## src/rtl/uart_tx_queue.sv

```systemverilog
// Circular byte FIFO feeding the UART transmitter one byte per tx_rdy handshake.
// Optional sticky overflow flag (ovf/ovf_clr) is built when UART_TXQ_OVF_EN is defined.
module uart_tx_queue #(
  parameter int unsigned DEPTH_LOG2 = 4
) (
  input  logic                  clk,
  input  logic                  rst,
  input  logic [7:0]            wr_data,
  input  logic                  wr_en,
  output logic                  full,
  output logic                  empty,
  output logic [DEPTH_LOG2:0]   count,
  input  logic                  tx_rdy,
  output logic [7:0]            din,
  output logic                  tx_en
`ifdef UART_TXQ_OVF_EN
  ,
  output logic                  ovf,
  input  logic                  ovf_clr
`endif
);

  localparam int unsigned DEPTH = 1 << DEPTH_LOG2;
  localparam logic [DEPTH_LOG2:0] COUNT_FULL = {1'b1, {DEPTH_LOG2{1'b0}}};

  typedef enum logic [1:0] {
    S_IDLE,
    S_WAIT_BUSY,
    S_WAIT_DONE
  } state_t;

  state_t                state, state_nxt;
  logic [7:0]            mem [DEPTH];
  logic [DEPTH_LOG2-1:0] wr_ptr, rd_ptr;
  logic                  push, pop;

  assign full  = (count == COUNT_FULL);
  assign empty = (count == '0);
  assign push  = wr_en && !full;

  always_comb begin
    state_nxt = state;
    pop       = 1'b0;
    case (state)
      S_IDLE: begin
        if (!empty && tx_rdy) begin
          pop       = 1'b1;
          state_nxt = S_WAIT_BUSY;
        end
      end
      S_WAIT_BUSY: if (!tx_rdy) state_nxt = S_WAIT_DONE;
      S_WAIT_DONE: if (tx_rdy)  state_nxt = S_IDLE;
      default:     state_nxt = S_IDLE;
    endcase
  end

  always_ff @(posedge clk) begin
    if (!rst) state <= S_IDLE;
    else      state <= state_nxt;
  end

  // Storage is never cleared; the pointers alone define what is valid.
  always_ff @(posedge clk) begin
    if (rst && push) mem[wr_ptr] <= wr_data;
  end

  always_ff @(posedge clk) begin
    if (!rst) begin
      wr_ptr <= '0;
      rd_ptr <= '0;
      count  <= '0;
      din    <= '0;
      tx_en  <= 1'b0;
    end else begin
      tx_en <= pop;
      if (push) wr_ptr <= wr_ptr + 1'b1;
      if (pop) begin
        rd_ptr <= rd_ptr + 1'b1;
        din    <= mem[rd_ptr];
      end
      case ({push, pop})
        2'b10:   count <= count + 1'b1;
        2'b01:   count <= count - 1'b1;
        default: count <= count;
      endcase
    end
  end

`ifdef UART_TXQ_OVF_EN
  // A new overflow on the same edge as a clear keeps the flag set.
  always_ff @(posedge clk) begin
    if (!rst)                ovf <= 1'b0;
    else if (wr_en && full)  ovf <= 1'b1;
    else if (ovf_clr)        ovf <= 1'b0;
  end
`endif

endmodule

```

## config.mk

```make
export PLATFORM = sky130hd
export DESIGN_NAME = uart_tx_queue
export DESIGN_NICKNAME = d
export VERILOG_FILES = /design/src/rtl/uart_tx_queue.sv
export SDC_FILE = /design/constraint.sdc
export NUM_CORES = 1
export LEC_CHECK = 0
export CAP_MARGIN = 20
export CORE_ASPECT_RATIO = 1.1
export CORE_UTILIZATION = 60
export CTS_CLUSTER_DIAMETER = 200
export DETAILED_ROUTE_END_ITERATION = 8
export GPL_TIMING_DRIVEN = 0
export PLACE_DENSITY = 0.77
export SYNTH_ARGS = -nofsm -noshare
export SYNTH_HDL_FRONTEND = slang
export SYNTH_SLANG_ARGS = --single-unit
export TNS_END_PERCENT = 100
```

## constraint.sdc

```tcl
create_clock -name clk -period 3.5 [get_ports clk]
set_clock_uncertainty 0.2 [all_clocks]
set_input_delay 0.35 -clock clk [delete_from_list [all_inputs] [get_ports clk]]
set_output_delay 0.35 -clock clk [all_outputs]
set_load 0.1 [all_outputs]
```

Word level (Yosys, flattened, before mapping) --
Memories as Yosys holds them, arrays and structs flattened. A register that Yosys moved wholly into a read port is not among the register bits. Cells that the tools add are included. W data, S select, Z words.
Storage, ports and cells: register bits after elaboration 16, RAM bits 128, output and inout port bits 16, word-level logic and storage cells 37, memories 1
Operators by class: add/sub/neg operators 4, equality and inequality tests 8, multiplexer cells 9, reduce and logical (&&, ||, !) cells 10
Memory list:
- mem | depth 16, bits a word 8, read ports 1, clocked after Yosys merged registers in 1, write ports 1, RTL line 33 | logic [7:0] mem [DEPTH];
Operators by type and width (number):
- $pmux W5 S2 | 1
- $add A4 B1 Y4 const B | 2
- $mux W2 | 3
- $ne A2 B2 Y1 const B | 3
- $pmux W2 S3 | 1
- $add A5 B1 Y5 const B | 1
- $eq A5 B5 Y1 const B | 1
- $logic_not A5 Y1 | 1
- $sub A5 B1 Y5 const B | 1
- $eq A2 B1 Y1 const B | 2
- $eq A2 B2 Y1 const B | 2
- $mux W1 | 4
- $logic_and A1 B1 Y1 | 3
- $logic_not A1 Y1 | 3
- $reduce_and A3 Y1 | 1
- $logic_not A2 Y1 | 1
- $reduce_bool A2 Y1 | 1

Depth between registers and ports, before layout --
Gate-level depths: netlist (run 1).
depth after elaboration 7, depth in mapped cells 11

Worst setup path after synthesis (run 1) --
No wires, ideal clock.
kind register to register, start point register count[4], end point register count[4], setup time 72 ps, data arrival time 3219 ps, data required time 3228 ps, path slack 9 ps, cell stages (with the launch flop) 12, buffers on the path 3, cells stage by stage dfxtp_1 clkbuf_1 inv_1 a21boi_1 buf_2 buf_2 ha_1 ha_1 a21o_1 a21oi_1 mux2i_1 mux2i_1
On the way: longest elaborated chain between the ends 7, elaborated cells between the ends (all ways) 14, those cells by class 2 x add/sub; 3 x eq/ne; 3 x mux; 6 x reduce/logical
RTL lines:
- start: declaration | RTL line 12 | output logic [DEPTH_LOG2:0] count,
- start signal: assignment | RTL line 82 | 2'b10: count <= count + 1'b1;
- start signal: assignment | RTL line 83 | 2'b01: count <= count - 1'b1;
- start signal: assignment | RTL line 84 | default: count <= count;
- $logic_not A5 Y1 * | RTL line 38 | assign empty = (count == '0);
- $logic_not A1 Y1 * | RTL line 46 | if (!empty && tx_rdy) begin
- $logic_and A1 B1 Y1 * | RTL line 46
- $mux W1 * | RTL line 46
- $mux W1 * | RTL line 44 | case (state)
- named net pop | RTL line 35 | logic push, pop;
- $eq A2 B1 Y1 / $eq A2 B2 Y1 (equally long branches) | RTL line 81 | case ({push, pop})
- $pmux W5 S2 / $reduce_bool A2 Y1 (equally long branches)
The timed path passes the listed nets; every way through them passes the cells marked *. A chain may end at the register's enable or synchronous reset.

Worst setup path after layout (run 1) --
start point register count[0], end point output empty
On the way: longest elaborated chain between the ends 1
RTL lines:
- $logic_not A5 Y1 | RTL line 38
- end: declaration | RTL line 11 | output logic empty,
Every way passes these cells.

==> results of run 1 <==
-- critical path, stage by stage, from the launching register on --
cell and delay [ns]:
sky130_fd_sc_hd__dfxtp_1 0.38, sky130_fd_sc_hd__or4_1 0.56, sky130_fd_sc_hd__buf_6 0.16, sky130_fd_sc_hd__nor2_1 0.08
sky130_fd_sc_hd__clkdlybuf4s50_1 1.13
-- cell type report --
| class | count | area [um2] |
|---|---|---|
| Sequential cell | 152 | 4320 |
| Fill cell | 634 | 2860 |
| Multi-Input combinational cell | 199 | 1700 |
| Clock buffer | 17 | 414 |
| Timing Repair Buffer | 27 | 273 |
| Tap cell | 120 | 150 |
| Buffer | 20 | 114 |
| Clock inverter | 15 | 88.8 |
| Inverter | 4 | 15.0 |
-- stage by stage --
| step | total power, mW | setup WS, ns | utilization [%] | instances | TNS [ns] |
|---|---|---|---|---|---|
| after detailed placement | 3.78 | -0.288 | 66.2 | 523 | -0.419 |
| after CTS | 5.30 | 0.0812 | 71.2 | 555 | 0 |
| final | 5.29 | 0.120 | 71.2 | 554 | 0 |
| after global placement | 3.76 | -0.231 | 66.2 | 523 | -0.279 |
| after global routing | 5.46 | 0.0167 | 71.2 | 554 | 0 |
| after floorplan | 3.39 | 0.00915 | - | 376 | 0 |
-- metal layers --
layer	wire length (um)	vias to the layer above	GRT usage (%)	share of wire, %
met1	5180	1707	31.8	42
met4	406	0	11.6	3.3
li1	-	1562	-	-
met3	754	31	6.85	6.1
met2	6020	142	41.2	49
met5	0	-	0	0
-- cells by family (layout without fill, tap and decap cells) --
family                     after synthesis  in the layout
AOI/OAI and AO/OA                       58             58
xor gates and xnor gates                10             10
adders and majority gates               10             10
buffers and inverters                   25             83
DFF                                    152            152
muxes                                   59             59
and+or+nand+nor                         62             62
-- cell usage after synthesis, types with 3 or more instances --
master                      count
sky130_fd_sc_hd__a2111oi_0      5
sky130_fd_sc_hd__edfxtp_1     128
sky130_fd_sc_hd__mux2i_1       49
sky130_fd_sc_hd__nand3b_1       4
sky130_fd_sc_hd__o22ai_1       22
sky130_fd_sc_hd__and2_1         9
sky130_fd_sc_hd__o21ai_0       10
sky130_fd_sc_hd__ha_1           9
sky130_fd_sc_hd__buf_2         10
sky130_fd_sc_hd__or3b_2         3
sky130_fd_sc_hd__xnor2_1        8
sky130_fd_sc_hd__mux4_1         9
sky130_fd_sc_hd__dfxtp_1       24
sky130_fd_sc_hd__nand3_1        3
sky130_fd_sc_hd__inv_1          4
sky130_fd_sc_hd__nor2b_1        6
sky130_fd_sc_hd__a21oi_1        8
sky130_fd_sc_hd__nor2_1        21
sky130_fd_sc_hd__clkbuf_1       6
sky130_fd_sc_hd__nand2_1        6
-- power by group through the flow --
stage	sequential, mW	clock [mW]	combinational, mW
floorplan	2.68	0	0.710
global placement	2.18	0	1.58
detailed placement	2.19	0	1.60
CTS	2.15	1.54	1.61
global route	2.17	1.62	1.67
finish	2.16	1.53	1.60
-- worst min path at each step --
stage | start | end | slack (ns) | cells past startpoint
2_1_floorplan | tx_rdy | state[1] | 0.23 | 1
3_3_place_gp | state[1] | state[0] | 0.25 | 1
3_5_place_dp | state[1] | state[0] | 0.27 | 1
4_1_cts | tx_rdy | state[1] | 0.20 | 2
5_1_grt | tx_rdy | state[1] | 0.21 | 2
6_report | tx_rdy | state[1] | 0.22 | 2
-- registers in the layout, indices dropped and copies added, names as in the netlist --
| register | flops |
|---|---|
| tx_en | 1 |
| wr_ptr | 4 |
| rd_ptr | 4 |
| mem | 128 |
| count | 5 |
| din | 8 |
| state | 2 |
-- what timing repair did --
item,4_1_cts,5_1_grt
endpoints found under the setup margin,0,2
hold buffers,0,0
gates resized for setup,0,1
==> reports/summary.txt, run 1 <==
STATUS
-------------------------------------------------------------------------------------------------
Result of the run .................................................................. finished clean

PLACEMENT
-------------------------------------------------------------------------------------------------
Post-detailed-placement cell area ..................................................     6580 um2
Placer Congestion ..................................................................        0.866
Post-detailed-placement half-perimeter wirelength ..................................      8290 um
Count of buffers inserted at the top-level ports ...................................           27

WORST SETUP PATH
-------------------------------------------------------------------------------------------------
Crit. End Element .................................................................. primary output
Required time worst endpoint .......................................................      2.95 ns
CP Max Fanout ......................................................................            7
Endpoint of the worst register-to-register path ....................................     count[4]
Worst Reg-to-Reg Cells .............................................................           10
Critical setup path kind ........................................................... flip-flop to primary output
First element of the critical path .................................................     count[0]
Worst Setup Start Kind .............................................................    flip-flop
Endpoint arrival time on the critical path .........................................      2.83 ns
Timing endpoint of the critical path ...............................................        empty
Origin of the critical flop-to-flop path ...........................................     state[1]
Register-to-Register Setup Slack ...................................................      0.22 ns

DETAILED ROUTING
-------------------------------------------------------------------------------------------------
Detailed-route wire length per cell ................................................      22.3 um
Total vias in the final route ......................................................         3442
Post-detailed-route via-to-cell ratio ..............................................         6.21
Number of nets still failing antenna checks after routing ..........................            0
Router iterations before antenna repair ............................................            5
Post-route DRC .....................................................................            0
Final Routed Wirelength ............................................................     12400 um
Drt initial violations .............................................................          267

TIMING
-------------------------------------------------------------------------------------------------
Period minus WS final ..............................................................      3.38 ns
Number of max-slew violations in the final report ..................................            0
Worst Max-Slew Pin Slew ............................................................     0.982 ns
Final hold viol count ..............................................................            0
Achievable frequency ...............................................................    0.296 GHz
Setup violation total in the final timing report ...................................            0
Slew margin rel. ...................................................................        34.3%
Period Utilization, post-route .....................................................        96.6%
Setup repair after global routing missed its margin ................................        false
Worst hold margin ..................................................................     0.218 ns

SYNTHESIS
-------------------------------------------------------------------------------------------------
EDFF count, synth ..................................................................          128
Share of Yosys cell area claimed by the top area cell type .........................        62.4%
Dominant cells by area after synthesis ............................................. sky130_fd_sc_hd__edfxtp_1 (62%), sky130_fd_sc_hd__mux2i_1 (8.0%), sky130_fd_sc_hd__dfxtp_1 (7.8%)
Parity-gate share of the synthesized area counting xor and xnor cells ..............        1.42%
Gate Count Post-Synth ..............................................................          376
Main combinational cell family by area after synthesis ............................. multiplexers
Number of storage elements in the synthesis netlist ................................          152
Syn nets ...........................................................................          398
Adder and majority cell fraction of the synthesized area ...........................        2.15%
Leading area contributor after synthesis ........................................... sky130_fd_sc_hd__edfxtp_1
Simple-gate portion of the synthesized area ........................................        5.47%
Top FF cell, synth ................................................................. sky130_fd_sc_hd__edfxtp_1
Post-synthesis instance area .......................................................     6160 um2
Proportion of synthesized chip area in sequential cells ............................        70.2%
Number of distinct library cell variants in the gate-level netlist after synthesis .           43
Average size of a mapped cell ......................................................     16.4 um2
Post-synthesis compound-gate area fraction .........................................        6.38%
Yosys warns ........................................................................            0
Portion of netlist area occupied by mux cells ......................................        12.2%
FFs w/ async S/R, synth ............................................................           0%

CLOCK TREE
-------------------------------------------------------------------------------------------------
CTS tree ...........................................................................        built
Max H-tree Level ...................................................................            4
Clk sinks ..........................................................................          152
Worst-path clk slew ................................................................      0.06 ns
Clk buf depth ......................................................................            2
Worst-Skew Late Latency ............................................................      0.53 ns
Clock tree root buffer cell ........................................................ sky130_fd_sc_hd__clkbuf_8
Post-CTS Setup Bufs ................................................................            0
Inserted Clock Buffers .............................................................           17

GLOBAL ROUTE
-------------------------------------------------------------------------------------------------
Residual overflow from global routing ..............................................            0
Largest net degree at the start of global routing ..................................           17
Via count of the first global-routing pass .........................................         3386
Global-route wire length before repair .............................................     18700 um
Total global routing track utilization .............................................        25.2%
Number of antenna violations at the first check in global routing ..................            0

POWER AND IR DROP
-------------------------------------------------------------------------------------------------
Register share of total power ......................................................        40.8%
Switching Power ....................................................................      1.89 mW
Internal power component ...........................................................      3.40 mW
Power share of the combinational group .............................................        30.3%
Pleak ..............................................................................      2.32 nW
Cell area power density ............................................................   747 nW/um2
Clock group share of total power ...................................................        29.0%
Net switching fraction of the power ................................................        35.8%
Peak VDD IR ........................................................................       523 uV

LAYOUT
-------------------------------------------------------------------------------------------------
Post-route cell area ...............................................................     7080 um2
Commonest non-fill, non-tap cell in the layout ..................................... sky130_fd_sc_hd__edfxtp_1
Most frequent cells in the layout .................................................. sky130_fd_sc_hd__edfxtp_1 (128), sky130_fd_sc_hd__mux2i_1 (49), sky130_fd_sc_hd__clkdlybuf4s50_1 (26)
Total inserted antenna cells .......................................................            0
Final layout net count .............................................................          443
Share of post-route cells with drive strength above 1 ..............................        11.3%
Layout area overhead ...............................................................        15.0%

FLOORPLAN
-------------------------------------------------------------------------------------------------
Number of placement rows ...........................................................           38
I/O pin count ......................................................................           28
Initial cell density of the core ...................................................        61.9%
Core area ..........................................................................     9940 um2
Floorplan die area .................................................................    10700 um2
Die Y-Extent .......................................................................       108 um
Die W ..............................................................................      98.6 um

MIN PATH
-------------------------------------------------------------------------------------------------
Hold/Removal Path Class ............................................................ primary input to flip-flop

JOB
-------------------------------------------------------------------------------------------------
Max Cap Violations .................................................................            0

No activity file was read; power rests on OpenSTA's default activity.
==> inputs of run 2 (changes only) <==
--- a/config.mk
+++ b/config.mk
@@ -11,7 +11,7 @@
 export CTS_CLUSTER_DIAMETER = 200
 export DETAILED_ROUTE_END_ITERATION = 8
 export GPL_TIMING_DRIVEN = 0
-export PLACE_DENSITY = 0.77
+export PLACE_DENSITY = 0.83
 export SYNTH_ARGS = -nofsm -noshare
 export SYNTH_HDL_FRONTEND = slang
 export SYNTH_SLANG_ARGS = --single-unit
==> reports/summary.txt, run 2 (same netlist as run 1, synthesis figures left out) <==
STATUS
--------------------------------------------------------------------------------
Result of the run ................................................. finished clean

LAYOUT
--------------------------------------------------------------------------------
Most frequent cells in the layout ................................. sky130_fd_sc_hd__edfxtp_1 (128), sky130_fd_sc_hd__mux2i_1 (49), sky130_fd_sc_hd__clkdlybuf4s50_1 (26)
Final layout net count ............................................          443   unchanged
Most flops, register ..............................................          mem
Fillcell total ....................................................          624   -1.6%
Reg area ..........................................................     4320 um2   unchanged
Largest registers ................................................. mem (128), din (8), count (5)
Number of flip-flops in the largest register ......................          128   unchanged
Commonest non-fill, non-tap cell in the layout .................... sky130_fd_sc_hd__edfxtp_1
Cell Count, Final, Fillers Out ....................................          554   unchanged
Share of post-route cells with drive strength above 1 .............        11.1%   -0.23 points
Total inserted antenna cells ......................................            0   unchanged
Combined area of the multi-input logic cells ......................     1700 um2   unchanged
Layout area overhead ..............................................        16.2%

DETAILED ROUTING
--------------------------------------------------------------------------------
Final Routed Wirelength ...........................................     13300 um   +7.3%
Post-route DRC ....................................................            0   unchanged
Total vias in the final route .....................................         3538   +2.8%
Drt initial violations ............................................          349   +31%
Number of nets still failing antenna checks after routing .........            0   unchanged
Post-detailed-route via-to-cell ratio .............................         6.39   +2.8%
Router iterations before antenna repair ...........................            5   unchanged
Detailed-route wire length per cell ...............................      23.9 um   +7.3%

FLOORPLAN
--------------------------------------------------------------------------------
Die Y-Extent ......................................................       108 um   unchanged
Floorplan die area ................................................    10700 um2   unchanged
Core area .........................................................     9940 um2   unchanged
Die W .............................................................      98.6 um   unchanged
Number of placement rows ..........................................           38   unchanged
I/O pin count .....................................................           28   unchanged
Initial cell density of the core ..................................        61.9%   unchanged

GLOBAL ROUTE
--------------------------------------------------------------------------------
Largest net degree at the start of global routing .................           17   unchanged
Via count of the first global-routing pass ........................         3551   +4.9%
Total global routing track utilization ............................        26.7%   +1.5 points
Global-route wire length before repair ............................     19800 um   +5.8%
Number of antenna violations at the first check in global routing .            0   unchanged
Residual overflow from global routing .............................            0   unchanged

MIN PATH
--------------------------------------------------------------------------------
Hold/Removal Path Class ........................................... primary input to flip-flop
Endpoint of the worst hold path ...................................     state[1]
Min-Delay Startpoint ..............................................       tx_rdy
Worst Hold Path Cells .............................................            2   unchanged

WORST SETUP PATH
--------------------------------------------------------------------------------
Register-to-Register Setup Slack ..................................      0.22 ns   about the same
Critical-path cell with the highest stage delay ................... sky130_fd_sc_hd__clkdlybuf4s50_1
Top cell family by delay on the critical path ..................... buffers and inverters
Critical setup path kind .......................................... flip-flop to primary output
Worst Setup Start Kind ............................................    flip-flop
Origin of the critical flop-to-flop path ..........................     count[0]
Delay of the slowest cell on the worst path .......................      1.13 ns   about the same
Count of buffer and inverter cells on the critical path ...........            2   unchanged
Worst Reg-to-Reg Cells ............................................           10   unchanged
Endpoint arrival time on the critical path ........................      2.85 ns   +0.02 ns
Endpoint of the worst register-to-register path ...................     count[4]
Cell-by-cell listing of the critical path ......................... or4_1 > buf_6 > nor2_1 > clkdlybuf4s50_1
Crit. End Element ................................................. primary output
CP Max Fanout .....................................................            7   unchanged
Required time worst endpoint ......................................      2.95 ns   about the same

CLOCK TREE
--------------------------------------------------------------------------------
CTS tree ..........................................................        built
Hold buffers post-CTS .............................................            0   unchanged
Worst-Skew Late Latency ...........................................      0.53 ns   about the same
Clk sinks .........................................................          152   unchanged
Max H-tree Level ..................................................            4   unchanged
Inserted Clock Buffers ............................................           17   unchanged
Clock tree root buffer cell ....................................... sky130_fd_sc_hd__clkbuf_8
Worst-path clk slew ...............................................      0.06 ns   about the same
Clk buf depth .....................................................            2   unchanged

TIMING
--------------------------------------------------------------------------------
Number of max-slew violations in the final report .................            0   unchanged
Setup violation total in the final timing report ..................            0   unchanged
Final hold viol count .............................................            0   unchanged
Slew margin rel. ..................................................        22.3%   -12 points
Achievable frequency ..............................................    0.294 GHz   -0.48%
Period Utilization, post-route ....................................        97.0%   +0.47 points
Period minus WS final .............................................      3.40 ns   +0.0163 ns
Worst Max-Slew Pin Slew ...........................................      1.14 ns   +0.154 ns
Setup repair after global routing missed its margin ...............        false
Fin worst setup slack .............................................     0.104 ns   -0.0163 ns
Worst hold margin .................................................     0.223 ns   +0.00576 ns

PLACEMENT
--------------------------------------------------------------------------------
Post-detailed-placement half-perimeter wirelength .................      8480 um   +2.3%
Instance count after placement with tap cells included ............          523   unchanged
Placer Congestion .................................................        0.826   -4.7%
Pre-CTS worst setup slack .........................................    -0.236 ns   +0.0528 ns
Count of buffers inserted at the top-level ports ..................           27   unchanged

POWER AND IR DROP
--------------------------------------------------------------------------------
Peak VDD IR .......................................................       421 uV   -19%
Pleak .............................................................      2.36 nW   +1.9%
Cell area power density ...........................................   779 nW/um2   +4.3%

JOB
--------------------------------------------------------------------------------
Max Cap Violations ................................................            0   unchanged

==> run 2: area by class of cell <==
cell class,count,area share [%]
plain buffers,20,1.59
clock buffers,20,5.95
clock inverters,12,2.12
inverters,4,0.210
multi-input cells,199,23.8
flip-flops and latches,152,60.5
well taps,120,2.10
repair buffers,27,3.81
==> run 2: worst reg2reg max path, cell delays in order (launching register included) <==
cell and delay [ns]:
sky130_fd_sc_hd__dfxtp_1 0.37, sky130_fd_sc_hd__nor4_1 0.49, sky130_fd_sc_hd__a21boi_1 0.18, sky130_fd_sc_hd__buf_2 0.22, sky130_fd_sc_hd__buf_2 0.22, sky130_fd_sc_hd__ha_1 0.29, sky130_fd_sc_hd__fa_1 0.43, sky130_fd_sc_hd__a21o_1 0.20
sky130_fd_sc_hd__a21oi_1 0.18, sky130_fd_sc_hd__mux2i_1 0.25, sky130_fd_sc_hd__mux2i_1 0.20
==> run 2: how the worst max path moves through the flow <==
| stage | from | cells past startpoint | endpoint | slack (ns) |
|---|---|---|---|---|
| 6_report | count[0] | 4 | empty | 0.10 |
| 5_1_grt | count[0] | 10 | count[4] | 0.01 |
| 3_5_place_dp | tx_rdy | 11 | count[4] | -0.24 |
| 3_3_place_gp | tx_rdy | 11 | count[4] | -0.21 |
| 4_1_cts | count[0] | 4 | full | 0.06 |
| 2_1_floorplan | count[4] | 11 | count[4] | 0.009 |
==> run 2: metal layers <==
| metal | up-vias | share of wire (%) | GRT usage [%] |
|---|---|---|---|
| met5 | - | 0 | 0 |
| li1 | 1567 | - | - |
| met2 | 172 | 52 | 46.2 |
| met4 | 0 | 2.9 | 11.8 |
| met3 | 32 | 6.4 | 6.59 |
| met1 | 1767 | 39 | 32.0 |
==> run 2: power by group <==
group          switching [mW]  internal (mW)
Sequential             0.0848           2.07
Clock                   0.700           1.08
Combinational            1.16          0.473
Total                    1.94           3.63
==> run 2: timing repair <==
action                                  CTS  global route
buffers inserted                          0             0
resized for setup                         0             1
endpoints found under the setup margin    0             2
==> run 2: stage by stage <==
| stage | cell area (um2) | total power, mW | utilization, % | setup TNS [ns] |
|---|---|---|---|---|
| 2_1_floorplan | 6160 | 3.39 | - | 0 |
| 3_3_place_gp | 6580 | 3.76 | 66.2 | -0.231 |
| 4_1_cts | 7150 | 5.59 | 72.0 | 0 |
| 3_5_place_dp | 6580 | 3.81 | 66.2 | -0.338 |
| 5_1_grt | 7150 | 5.75 | 72.0 | 0 |
| 6_report | 7150 | 5.57 | 72.0 | 0 |
==> inputs of run 3 (changes only) <==
--- a/config.mk
+++ b/config.mk
@@ -7,6 +7,7 @@
 export LEC_CHECK = 0
 export CAP_MARGIN = 20
 export CORE_ASPECT_RATIO = 1.1
+export CORE_MARGIN = 4
 export CORE_UTILIZATION = 60
 export CTS_CLUSTER_DIAMETER = 200
 export DETAILED_ROUTE_END_ITERATION = 8
==> reports/summary.txt, run 3 (same netlist as run 1, synthesis figures left out) <==
STATUS
--------------------------------------------------------------------------------
Result of the run ................................................. finished clean

FLOORPLAN
--------------------------------------------------------------------------------
Number of placement rows ..........................................           38   unchanged
I/O pin count .....................................................           28   unchanged
Die Y-Extent ......................................................       114 um   +5.5%
Die W .............................................................       105 um   +6.1%
Core area .........................................................     9940 um2   unchanged
Floorplan die area ................................................    11900 um2   +12%
Initial cell density of the core ..................................        61.9%   unchanged

POWER AND IR DROP
--------------------------------------------------------------------------------
Cell area power density ...........................................   770 nW/um2   -1.2%
Post-layout total power ...........................................      5.50 mW   -1.3%
Peak VDD IR .......................................................       563 uV   +34%
Pleak .............................................................      2.35 nW   -0.74%

WORST SETUP PATH
--------------------------------------------------------------------------------
Delay of the slowest cell on the worst path .......................      1.13 ns   about the same
Required time worst endpoint ......................................      2.95 ns   about the same
Worst Setup Start Kind ............................................    flip-flop
Endpoint of the worst register-to-register path ...................     count[4]
Crit. End Element ................................................. primary output
Endpoint arrival time on the critical path ........................      2.84 ns   about the same
Register-to-Register Setup Slack ..................................      0.26 ns   +0.04 ns
Critical setup path kind .......................................... flip-flop to primary output
Origin of the critical flop-to-flop path ..........................     count[0]
CP Max Fanout .....................................................            7   unchanged
Worst Reg-to-Reg Cells ............................................           10   unchanged
Critical-path cell with the highest stage delay ................... sky130_fd_sc_hd__clkdlybuf4s50_1
Cell-by-cell listing of the critical path ......................... or4_1 > buf_6 > nor2_1 > clkdlybuf4s50_1

DETAILED ROUTING
--------------------------------------------------------------------------------
Drt initial violations ............................................          364   +4.3%
Post-detailed-route via-to-cell ratio .............................         6.33   -0.85%
Final Routed Wirelength ...........................................     13100 um   -0.87%
Number of nets still failing antenna checks after routing .........            0   unchanged
Router iterations before antenna repair ...........................            5   unchanged
Total vias in the final route .....................................         3508   -0.85%
Post-route DRC ....................................................            0   unchanged
Detailed-route wire length per cell ...............................      23.7 um   -0.87%

TIMING
--------------------------------------------------------------------------------
Slew margin rel. ..................................................        28.7%   +6.4 points
Period Utilization, post-route ....................................        96.8%   -0.22 points
Final hold viol count .............................................            0   unchanged
Setup violation total in the final timing report ..................            0   unchanged
Worst Max-Slew Pin Slew ...........................................      1.04 ns   -0.0933 ns
Achievable frequency ..............................................    0.295 GHz   +0.23%
Setup TNS .........................................................         0 ns   unchanged
Setup repair after global routing missed its margin ...............        false
Period minus WS final .............................................      3.39 ns   -0.00772 ns
Number of max-slew violations in the final report .................            0   unchanged

GLOBAL ROUTE
--------------------------------------------------------------------------------
Global-route wire length before repair ............................     20500 um   +3.7%
Total global routing track utilization ............................        23.4%   -3.3 points
Residual overflow from global routing .............................            0   unchanged
Largest net degree at the start of global routing .................           17   unchanged
Via count of the first global-routing pass ........................         3559   +0.23%
Number of antenna violations at the first check in global routing .            0   unchanged

CLOCK TREE
--------------------------------------------------------------------------------
Post-CTS Setup Bufs ...............................................            0   unchanged
Inserted Clock Buffers ............................................           17   unchanged
Worst-Skew Late Latency ...........................................      0.53 ns   about the same
Worst-path clk slew ...............................................      0.06 ns   about the same
Clk buf depth .....................................................            2   unchanged
Clock tree root buffer cell ....................................... sky130_fd_sc_hd__clkbuf_8
CTS tree ..........................................................        built
Clk sinks .........................................................          152   unchanged
Max H-tree Level ..................................................            4   unchanged

MIN PATH
--------------------------------------------------------------------------------
Endpoint of the worst hold path ...................................     state[1]
Min-Delay Startpoint ..............................................       tx_rdy
Worst Hold Path Cells .............................................            2   unchanged
Hold/Removal Path Class ........................................... primary input to flip-flop

LAYOUT
--------------------------------------------------------------------------------
Number of flip-flops in the largest register ......................          128   unchanged
Total inserted antenna cells ......................................            0   unchanged
Commonest non-fill, non-tap cell in the layout .................... sky130_fd_sc_hd__edfxtp_1
Most flops, register ..............................................          mem
Final layout net count ............................................          443   unchanged
Layout area overhead ..............................................        16.1%
Most frequent cells in the layout ................................. sky130_fd_sc_hd__edfxtp_1 (128), sky130_fd_sc_hd__mux2i_1 (49), sky130_fd_sc_hd__clkdlybuf4s50_1 (27)
Share of post-route cells with drive strength above 1 .............        11.8%   +0.69 points
Largest registers ................................................. mem (128), din (8), count (5)

JOB
--------------------------------------------------------------------------------
Max Cap Violations ................................................            0   unchanged

PLACEMENT
--------------------------------------------------------------------------------
Count of buffers inserted at the top-level ports ..................           27   unchanged
Post-detailed-placement half-perimeter wirelength .................      8320 um   -1.9%
Placer Congestion .................................................        0.853   +3.2%

-- run 3: changes by cell type in the layout (fill, tap and decap cells not counted), sizes merged --
cell / change
dlymetal6s2s: -1
inv: -1
clkdlybuf4s50: +1
clkbuf: +1
clkinv: +1
bufinv: -1
-- run 3: metrics by stage --
| step | cells | util (%) | hold slack [ns] | area (um2) | setup WS [ns] |
|---|---|---|---|---|---|
| CTS | 555 | 71.9 | 0.189 | 7140 | 0.0745 |
| global route | 554 | 71.9 | 0.187 | 7140 | 0.0229 |
| finish | 554 | 71.9 | 0.210 | 7140 | 0.112 |
| global placement | 523 | 66.2 | 0.253 | 6580 | -0.240 |
| floorplan | 376 | - | 0.226 | 6160 | 0.00915 |
| detailed placement | 523 | 66.2 | 0.269 | 6580 | -0.263 |
-- run 3: per-layer routing --
metal / GRT usage [%] / up-vias / wire, um
li1: - / 1560 / -
met1: 29.3 / 1765 / 5140
met2: 38.5 / 156 / 6720
met3: 6.77 / 27 / 971
met4: 10.1 / 0 / 325
met5: 0 / - / 0
-- run 3: cell type report --
cell class	instances	area, um2
plain buffers	20	114
inverters	4	15.0
multi-input cells	199	1700
repair buffers	27	270
fillers	605	2790
flip-flops and latches	152	4320
clock buffers	21	439
clock inverters	11	128
well taps	120	150
-- run 3: worst max path at each step --
| stage | from | to | slack (ns) | cells after the start |
|---|---|---|---|---|
| 4_1_cts | count[0] | full | 0.07 | 4 |
| 3_3_place_gp | tx_rdy | count[4] | -0.24 | 11 |
| 6_report | count[0] | full | 0.11 | 4 |
| 3_5_place_dp | tx_rdy | count[4] | -0.26 | 11 |
| 2_1_floorplan | count[4] | count[4] | 0.009 | 11 |
| 5_1_grt | count[0] | full | 0.02 | 4 |
-- run 3: repair_timing --
action / CTS / global route
hold buffers: 0 / 0
endpoints found under the setup margin: 0 / 1
resized for setup: 0 / 1
-- run 3: worst max-delay path, delay by kind of cell, from the launching register on --
kind / cells / cell delay [ns]
flops: 1 / 0.38
buf+inv: 2 / 1.29
simple gates: 2 / 0.64
-- run 3: where the power goes --
| part | switching (mW) | internal (mW) | total [mW] | leakage, nW |
|---|---|---|---|---|
| clock | 0.699 | 1.03 | 1.73 | 0.268 |
| combinational | 1.14 | 0.473 | 1.61 | 0.728 |
| sequential | 0.0860 | 2.07 | 2.16 | 1.35 |
==> patch: new RTL, flow settings as in run 1 <==
The option `UART_TXQ_OVF_EN` is turned on by a define.
--- a/src/rtl/uart_tx_queue.sv
+++ b/src/rtl/uart_tx_queue.sv
@@ -1,5 +1,7 @@
 // Circular byte FIFO feeding the UART transmitter one byte per tx_rdy handshake.
 // Optional sticky overflow flag (ovf/ovf_clr) is built when UART_TXQ_OVF_EN is defined.
+`define UART_TXQ_OVF_EN
+
 module uart_tx_queue #(
   parameter int unsigned DEPTH_LOG2 = 4
 ) (
Interface: changed (added ovf and ovf_clr); port bits go from 28 to 30. The function was not compared with the original's and may differ.
==> patch against run 1 <==
  * Design area rose by 1.1%
  * Clock power rose by 13%
  * Sequential cell count rose by 1
  * Highest routed layer unchanged
  * Wire length rose by 4.1%
  * Synthesized area fell by 0.16%
  * Largest power group unchanged
  * Worst setup slack got worse by 0.025 ns
  * Power rose by 2.4%
==> patch: results (changes against run 1) <==
* Status: finished, final reports clean
* Slew of the pin with the lowest slew margin at 0.992 ns (+0.0102 ns)
* I/O Buffers at 29 (+7.4%)
* Global-route wire length before repair at 20,000 µm (+6.9%)
* DR iter-0 viols at 319 (+19%)
* Main area contributors after synthesis: edfxtp_1 (63%), mux2i_1 (11%), dfxtp_1 (8.1%)
* Syn Nets at 423 (+6.3%)
* GRT Util Overall at 26.3% (+1.1 points)
* Fmax at 294 MHz (-0.73%)
* Post-DP HPWL at 8260 µm (-0.29%)
* R2R depth at 11 (+1)
* Routed length on met3 at 828 µm (+9.8%)
* Critical path arrival at 2.85 ns (+0.02 ns)
* Yosys cell types at 34 (-21%)
* Fin cells at 581 (+4.9%)
* Met1 Usage GRT at 35.2% (+3.4 points)
* Grt met3 use at 5.37% (-1.5 points)
* Worst hold-check path type: in -> reg
* Nets at 471 (+6.3%)
* Gate Count Post-Synth at 400 (+6.4%)
* Total Wirelength at 12,900 µm (+4.1%)
* Placer Congestion at 0.802 (-7.4%)
* Met2 Use GR at 42.6% (+1.4 points)
* Dpl cells at 549 (+5.0%)
* Hold slack at 0.208 ns (-0.00914 ns)
* Commonest cells in the netlist: edfxtp_1 (128), mux2i_1 (69), o22ai_1 (32), dfxtp_1 (25), nor2_1 (19)
* Leakage power total at 2.33 nW (+0.43%)
* Register area share after synthesis at 70.7% (+0.44 points)
* Layout cells sized above 1 at 10.2% (-1.1 points)
* Post-Place Setup Slack at -0.277 ns (+0.0113 ns)
* Reg-to-Reg Start: count[4]$_SDFFE_PN0P_
* Synth warnings at 0 (unchanged)
* Via/cell ratio at 6.19 (-0.30%)
* Routed length on met2 at 6240 µm (+3.6%)
* Flop-to-flop setup slack at 0.23 ns
* Setup crit start: count[0]$_SDFFE_PN0P_
* Post-DP Area at 0.00659 mm² (+0.15%)
[patch: cell types whose count changed after synthesis, moves of 3 or more]
cell | before | now
nor4_1 | 1 | 9
a2111oi_0 | 5 | 0
mux4_1 | 9 | 0
o22ai_1 | 22 | 32
mux2i_1 | 49 | 69
buf_2 | 10 | 13
a21oi_1 | 8 | 11
[patch: cell families after synthesis]
logic type | synth area share [%]
flip-flops | 70.7
AND/OR/NAND/NOR | 6.41
multiplexers | 11.2
AO/OA/AOI/OAI | 6.17
buffers and inverters | 1.91
XOR/XNOR | 1.43
adder cells (fa/ha/maj) | 2.16
[patch: cell type report]
type                       instances  area [µm²]
clock buffer                      18         418
clock inverter                    14         150
multi-input combinational        220        1690
inverter                           4        15.0
sequential                       153        4340
fill                             642        2730
buffer                            23         103
tap                              120         150
timing repair buffer              29         293
[patch: power breakdown]
group | internal [mW] | switching (mW)
Clock | 1.02 | 0.710
Combinational | 0.402 | 1.12
Sequential | 2.08 | 0.0804
Total | 3.50 | 1.91
